===== src/rtl/pio_edge_irq.sv =====
// Avalon-MM PIO slave: N-bit output register with atomic set/clear, synchronised
// inputs, per-bit edge capture with write-1-to-clear, and a masked level interrupt.
module pio_edge_irq #(
  parameter int unsigned           DATA_WIDTH  = 8,
  parameter logic [DATA_WIDTH-1:0] RESET_OUT   = '0,
  parameter int unsigned           EDGE_TYPE   = 0,
  parameter int unsigned           SYNC_STAGES = 2
) (
  input  logic                  clk,
  input  logic                  reset_n,
  input  logic [2:0]            address,
  input  logic                  chipselect,
  input  logic                  write_n,
  input  logic [31:0]           writedata,
  input  logic [DATA_WIDTH-1:0] in_port,
  output logic [DATA_WIDTH-1:0] out_port,
  output logic [31:0]           readdata,
  output logic                  irq
);

  localparam int unsigned BUS_W = 32;

  localparam logic [2:0] ADDR_DATA     = 3'd0;
  localparam logic [2:0] ADDR_IRQ_MASK = 3'd2;
  localparam logic [2:0] ADDR_EDGE_CAP = 3'd3;
  localparam logic [2:0] ADDR_OUTSET   = 3'd4;
  localparam logic [2:0] ADDR_OUTCLEAR = 3'd5;

  // Reject parameter values outside the supported range at elaboration.
  generate
    if (DATA_WIDTH < 1 || DATA_WIDTH > 32) begin : g_bad_width
      $error("pio_edge_irq: DATA_WIDTH must be 1..32");
    end
    if (SYNC_STAGES < 2 || SYNC_STAGES > 4) begin : g_bad_sync
      $error("pio_edge_irq: SYNC_STAGES must be 2..4");
    end
    if (EDGE_TYPE > 2) begin : g_bad_edge
      $error("pio_edge_irq: EDGE_TYPE must be 0, 1 or 2");
    end
  endgenerate

  logic [SYNC_STAGES-1:0][DATA_WIDTH-1:0] sync_q, sync_d;
  logic [DATA_WIDTH-1:0] prev_q, prev_d;
  logic [DATA_WIDTH-1:0] data_out_q, data_out_d;
  logic [DATA_WIDTH-1:0] irq_mask_q, irq_mask_d;
  logic [DATA_WIDTH-1:0] edge_capture_q, edge_capture_d;
  logic [BUS_W-1:0]      readdata_q, readdata_d;

  logic                  wr_en;
  logic [DATA_WIDTH-1:0] wdata;
  logic [DATA_WIDTH-1:0] sync;
  logic [DATA_WIDTH-1:0] edge_det;
  logic [DATA_WIDTH-1:0] cap_clr;
  logic                  unused_wdata;

  // Bits of writedata above DATA_WIDTH are intentionally ignored.
  assign unused_wdata = ^(writedata >> DATA_WIDTH);

  always_comb begin
    wr_en          = chipselect & ~write_n;
    wdata          = writedata[DATA_WIDTH-1:0];
    sync           = sync_q[SYNC_STAGES-1];

    sync_d         = {sync_q[SYNC_STAGES-2:0], in_port};
    prev_d         = sync;
    data_out_d     = data_out_q;
    irq_mask_d     = irq_mask_q;
    cap_clr        = '0;
    readdata_d     = '0;

    if (EDGE_TYPE == 0) begin
      edge_det = sync & ~prev_q;
    end else if (EDGE_TYPE == 1) begin
      edge_det = ~sync & prev_q;
    end else begin
      edge_det = sync ^ prev_q;
    end

    if (wr_en) begin
      case (address)
        ADDR_DATA:     data_out_d = wdata;
        ADDR_IRQ_MASK: irq_mask_d = wdata;
        ADDR_EDGE_CAP: cap_clr    = wdata;
        ADDR_OUTSET:   data_out_d = data_out_q | wdata;
        ADDR_OUTCLEAR: data_out_d = data_out_q & ~wdata;
        default:       ;
      endcase
    end

    // A new edge in the same cycle as its clear keeps the bit set.
    edge_capture_d = (edge_capture_q & ~cap_clr) | edge_det;

    // Read mux samples current address every cycle; writes show up on the next read.
    case (address)
      ADDR_DATA:     readdata_d = BUS_W'(sync);
      ADDR_IRQ_MASK: readdata_d = BUS_W'(irq_mask_q);
      ADDR_EDGE_CAP: readdata_d = BUS_W'(edge_capture_q);
      default:       readdata_d = '0;
    endcase
  end

  always_ff @(posedge clk or negedge reset_n) begin
    if (!reset_n) begin
      sync_q         <= '0;
      prev_q         <= '0;
      data_out_q     <= RESET_OUT;
      irq_mask_q     <= '0;
      edge_capture_q <= '0;
      readdata_q     <= '0;
    end else begin
      sync_q         <= sync_d;
      prev_q         <= prev_d;
      data_out_q     <= data_out_d;
      irq_mask_q     <= irq_mask_d;
      edge_capture_q <= edge_capture_d;
      readdata_q     <= readdata_d;
    end
  end

  assign out_port = data_out_q;
  assign readdata = readdata_q;
  // Level interrupt straight from registered state, no extra pipeline stage.
  assign irq      = |(edge_capture_q & irq_mask_q);

endmodule


===== config.mk =====
export PLATFORM = sky130hd
export DESIGN_NAME = pio_edge_irq
export DESIGN_NICKNAME = d
export VERILOG_FILES = /design/src/rtl/pio_edge_irq.sv
export SDC_FILE = /design/constraint.sdc
export NUM_CORES = 1
export LEC_CHECK = 0
export BUFFER_PORTS_ARGS = -buffer_cell sky130_fd_sc_hd__buf_2
export CAP_MARGIN = 20
export CORE_MARGIN = 2
export CORE_UTILIZATION = 52
export DETAILED_ROUTE_END_ITERATION = 7
export GPL_ROUTABILITY_DRIVEN = 0
export GPL_TIMING_DRIVEN = 1
export HOLD_SLACK_MARGIN = 0.12
export PLACE_DENSITY = 0.9
export SLEW_MARGIN = 0
export SYNTH_ARGS = -nofsm -noshare
export SYNTH_HDL_FRONTEND = slang
export SYNTH_SLANG_ARGS = --single-unit

===== constraint.sdc =====
create_clock -name clk -period 1.32 [get_ports clk]
set_input_delay 0.396 -clock clk [delete_from_list [all_inputs] [get_ports clk]]
set_output_delay 0.396 -clock clk [all_outputs]
set_load 0.005 [all_outputs]

==> impl_metrics.py <==
metrics = {
    "status": {
        "status": "complete, but fails checks",
        "violations": "setup timing",
    },
    "critical_path": {
        "arrival_ns": 1.22,
        "setup.worst_path.end_class": "primary output",
        "critPathBufInv": 1,
        "start_kind": "flop",
        "crit_chain": "a22oi_2 -> nand4_1 -> buf_2",
        "cp_data_required_time_ns": 0.92,
        "cp_slowest_cell": "dfrtp_1",
        "cp.depth": 3,
        "ff2ff_path_depth": 4,
        "crit_type": "reg -> out",
        "max_stage_delay_ns": 0.41,
        "path_delay_family": "flip-flops",
        "cp_max_fo": 3,
    },
    "synth": {
        "synthFlopType": "dfrtp_1",
        "ys_seq_area_frac": 0.608,
        "synth_edf_count": 0,
        "ys_ff_latch": 56,
        "synth_area_per_cell_um2": 12.1,
        "ys_types": 23,
        "syn_area_um2": 2310,
        "synthArstFlopShare": 1.00,
        "synthCells": 191,
        "yosysWarnings": 0,
    },
    "routing": {
        "avgViaCountPerCell": 5.21,
        "drt_iter0_drc": 102,
        "wl_per_cell_um": 14.8,
        "wl_um": 4430,
        "dr.pass1.iters": 4,
        "vias": 1554,
        "drc": 0,
        "ant_nets": 0,
    },
    "timing": {
        "rsz0062_at_grt": "yes",
        "worst_slack_ns": -0.292,
        "fmax_mhz": 620,
        "finalMaxSlewViolations": 0,
        "finalClockSkew_ns": 0.0124,
        "finalSetupTns_ns": -0.292,
        "hold_viol_final": 0,
        "fin_crit_ns": 1.61,
        "setup_violations": 1,
        "post-route-period-util": 1.22,
    },
    "cells_and_area": {
        "seqCellArea_um2": 1400,
        "n_fill_cell": 358,
        "final_core_util": 0.629,
        "layoutNonFillerInstCount": 298,
        "multi_input_area_um2": 753,
        "finalNetCount": 292,
        "antenna_cells": 0,
        "drive_above_1_share": 0.354,
        "syn_to_final_growth_pct": 17.9,
    },
    "die": {
        "io_pins": 88,
        "core_area_um2": 4320,
        "initial_core_util": 0.533,
        "die_h_um": 70.6,
        "die_x_um": 70.6,
        "dieArea_um2": 4980,
        "rows": 24,
    },
    "pwr": {
        "power_density_nw_per_um2": 1320,
        "power_mw": 3.60,
        "peakVddDrop_uv": 1000,
        "leakage_nw": 1.33,
    },
    "worst_hold_path": {
        "min_path_cells": 1,
        "hold_class": "in -> reg",
    },
    "placement": {
        "dp.cells": 287,
        "place_hpwl_um": 3050,
        "portBuffers": 39,
    },
    "clock_network": {
        "clkSlewWorstSetupHoldPaths_ns": 0.10,
        "root_buffer": "clkbuf_8",
        "cts.sink_count": 56,
        "ctsLongestPathBuffers": 2,
        "insertion_delay_ns": 0.31,
        "h-tree-depth": 2,
        "cts_inserted_buffers": 5,
        "cts_tree": "built",
    },
    "global_route": {
        "grt_pass1_vias": 1512,
        "gr-total-overflow": 0,
        "grt_max_degree": 57,
        "antenna_found_initial": 0,
        "grt_pass1_wl_um": 7270,
        "grt_usage": 0.190,
    },
    "flow_run": {
        "drv_cap": 0,
    },
}
-- cell families after synthesis --
logic type             count (synthesis)  synth area share
buffers and inverters                 43             0.114
other                                  1           0.00163
AND/OR/NAND/NOR                       31            0.0722
flip-flops                            56             0.608
multiplexers                          16            0.0781
AO/OA/AOI/OAI                         44             0.126
-- metal layers --
metal | vias up | wire (um) | track usage
li1 | 722 | - | -
met1 | 770 | 1930 | 0.250
met2 | 53 | 2160 | 0.306
met3 | 9 | 233 | 0.0499
met4 | 0 | 94 | 0.0713
met5 | - | 0 | 0
-- sequential cells by signal, indices dropped and copies added, names as in the netlist --
register        cells
readdata            8
sync_d              8
prev_q              8
edge_capture_q      8
irq_mask_q          8
prev_d              8
out_port            8
-- per-stage QoR --
stage	worst slack, ns	hold WS [ns]	area [um2]
global route	-0.339	0.165	2720
finish	-0.292	0.181	2720
detailed placement	-0.257	0.335	2570
CTS	-0.309	0.181	2710
floorplan	-0.288	0.100	2410
global placement	-0.235	0.331	2570
-- timing repair --
action,CTS,global route
pin swaps,1,3
endpoints found under the setup margin,1,1
hold buffers,1,0
buffers inserted,1,1
resized for setup,4,0
endpoints found under the hold margin,56,0
-- where the power goes --
part,internal (mW),switching (mW)
sequential,1.88,0.105
clock,0.564,0.532
combinational,0.277,0.244
-- cells in the mapped netlist (2+ instances only) --
master	n	area share
clkbuf_1	4	0.0065
a22oi_1	4	0.013
mux2_2	16	0.078
dfrtp_1	56	0.61
and2_1	2	0.0054
o221ai_1	8	0.030
a22o_1	8	0.030
inv_1	8	0.013
buf_4	24	0.078
nand2_1	16	0.026
buf_2	4	0.0087
nand3_1	8	0.017
o21ai_0	16	0.035
a21oi_1	8	0.017
-- placed cells by master, fill, tap and decap left out, drive strengths merged --
master and n:
a21oi 8, a22o 8, a22oi 4, and2 2, buf 57, bufinv 1
clkbuf 6, clkinv 2, conb 24, dfrtp 56, dlygate4sd3 1, inv 8
mux2 16, nand2 16, nand2b 1, nand3 8, nand3b 1, nand4 1
nor3b 1, o21ai 16, o221ai 8, or3b 1
-- cell type report --
type                       instances  area share
sequential                        56       0.515
inverter                           9      0.0143
clock buffer                       6      0.0267
tap                               52      0.0239
multi-input combinational        115       0.277
timing repair buffer              58       0.130
clock inverter                     2      0.0129
-- worst register-to-register path, cell delays in order (launching register included) --
cell and delay (ns):
dfrtp_1 0.40, buf_4 0.14, mux2_2 0.25, nand2_1 0.06, a21oi_1 0.05
-- worst paths after layout --
check                                  startpoint                 to  slack [ns]
worst min register to register         sync_d[10]          prev_d[2]        0.35
worst min-delay path                   in_port[6]         sync_d[14]        0.18
min in group asynchronous                 reset_n  edge_capture_q[6]        0.60
worst max-delay path            edge_capture_q[3]                irq       -0.29
max in group asynchronous                 reset_n          prev_q[7]        0.48
worst max register to register      irq_mask_q[2]        readdata[2]        0.30
Power figures use the tool's default switching activity.
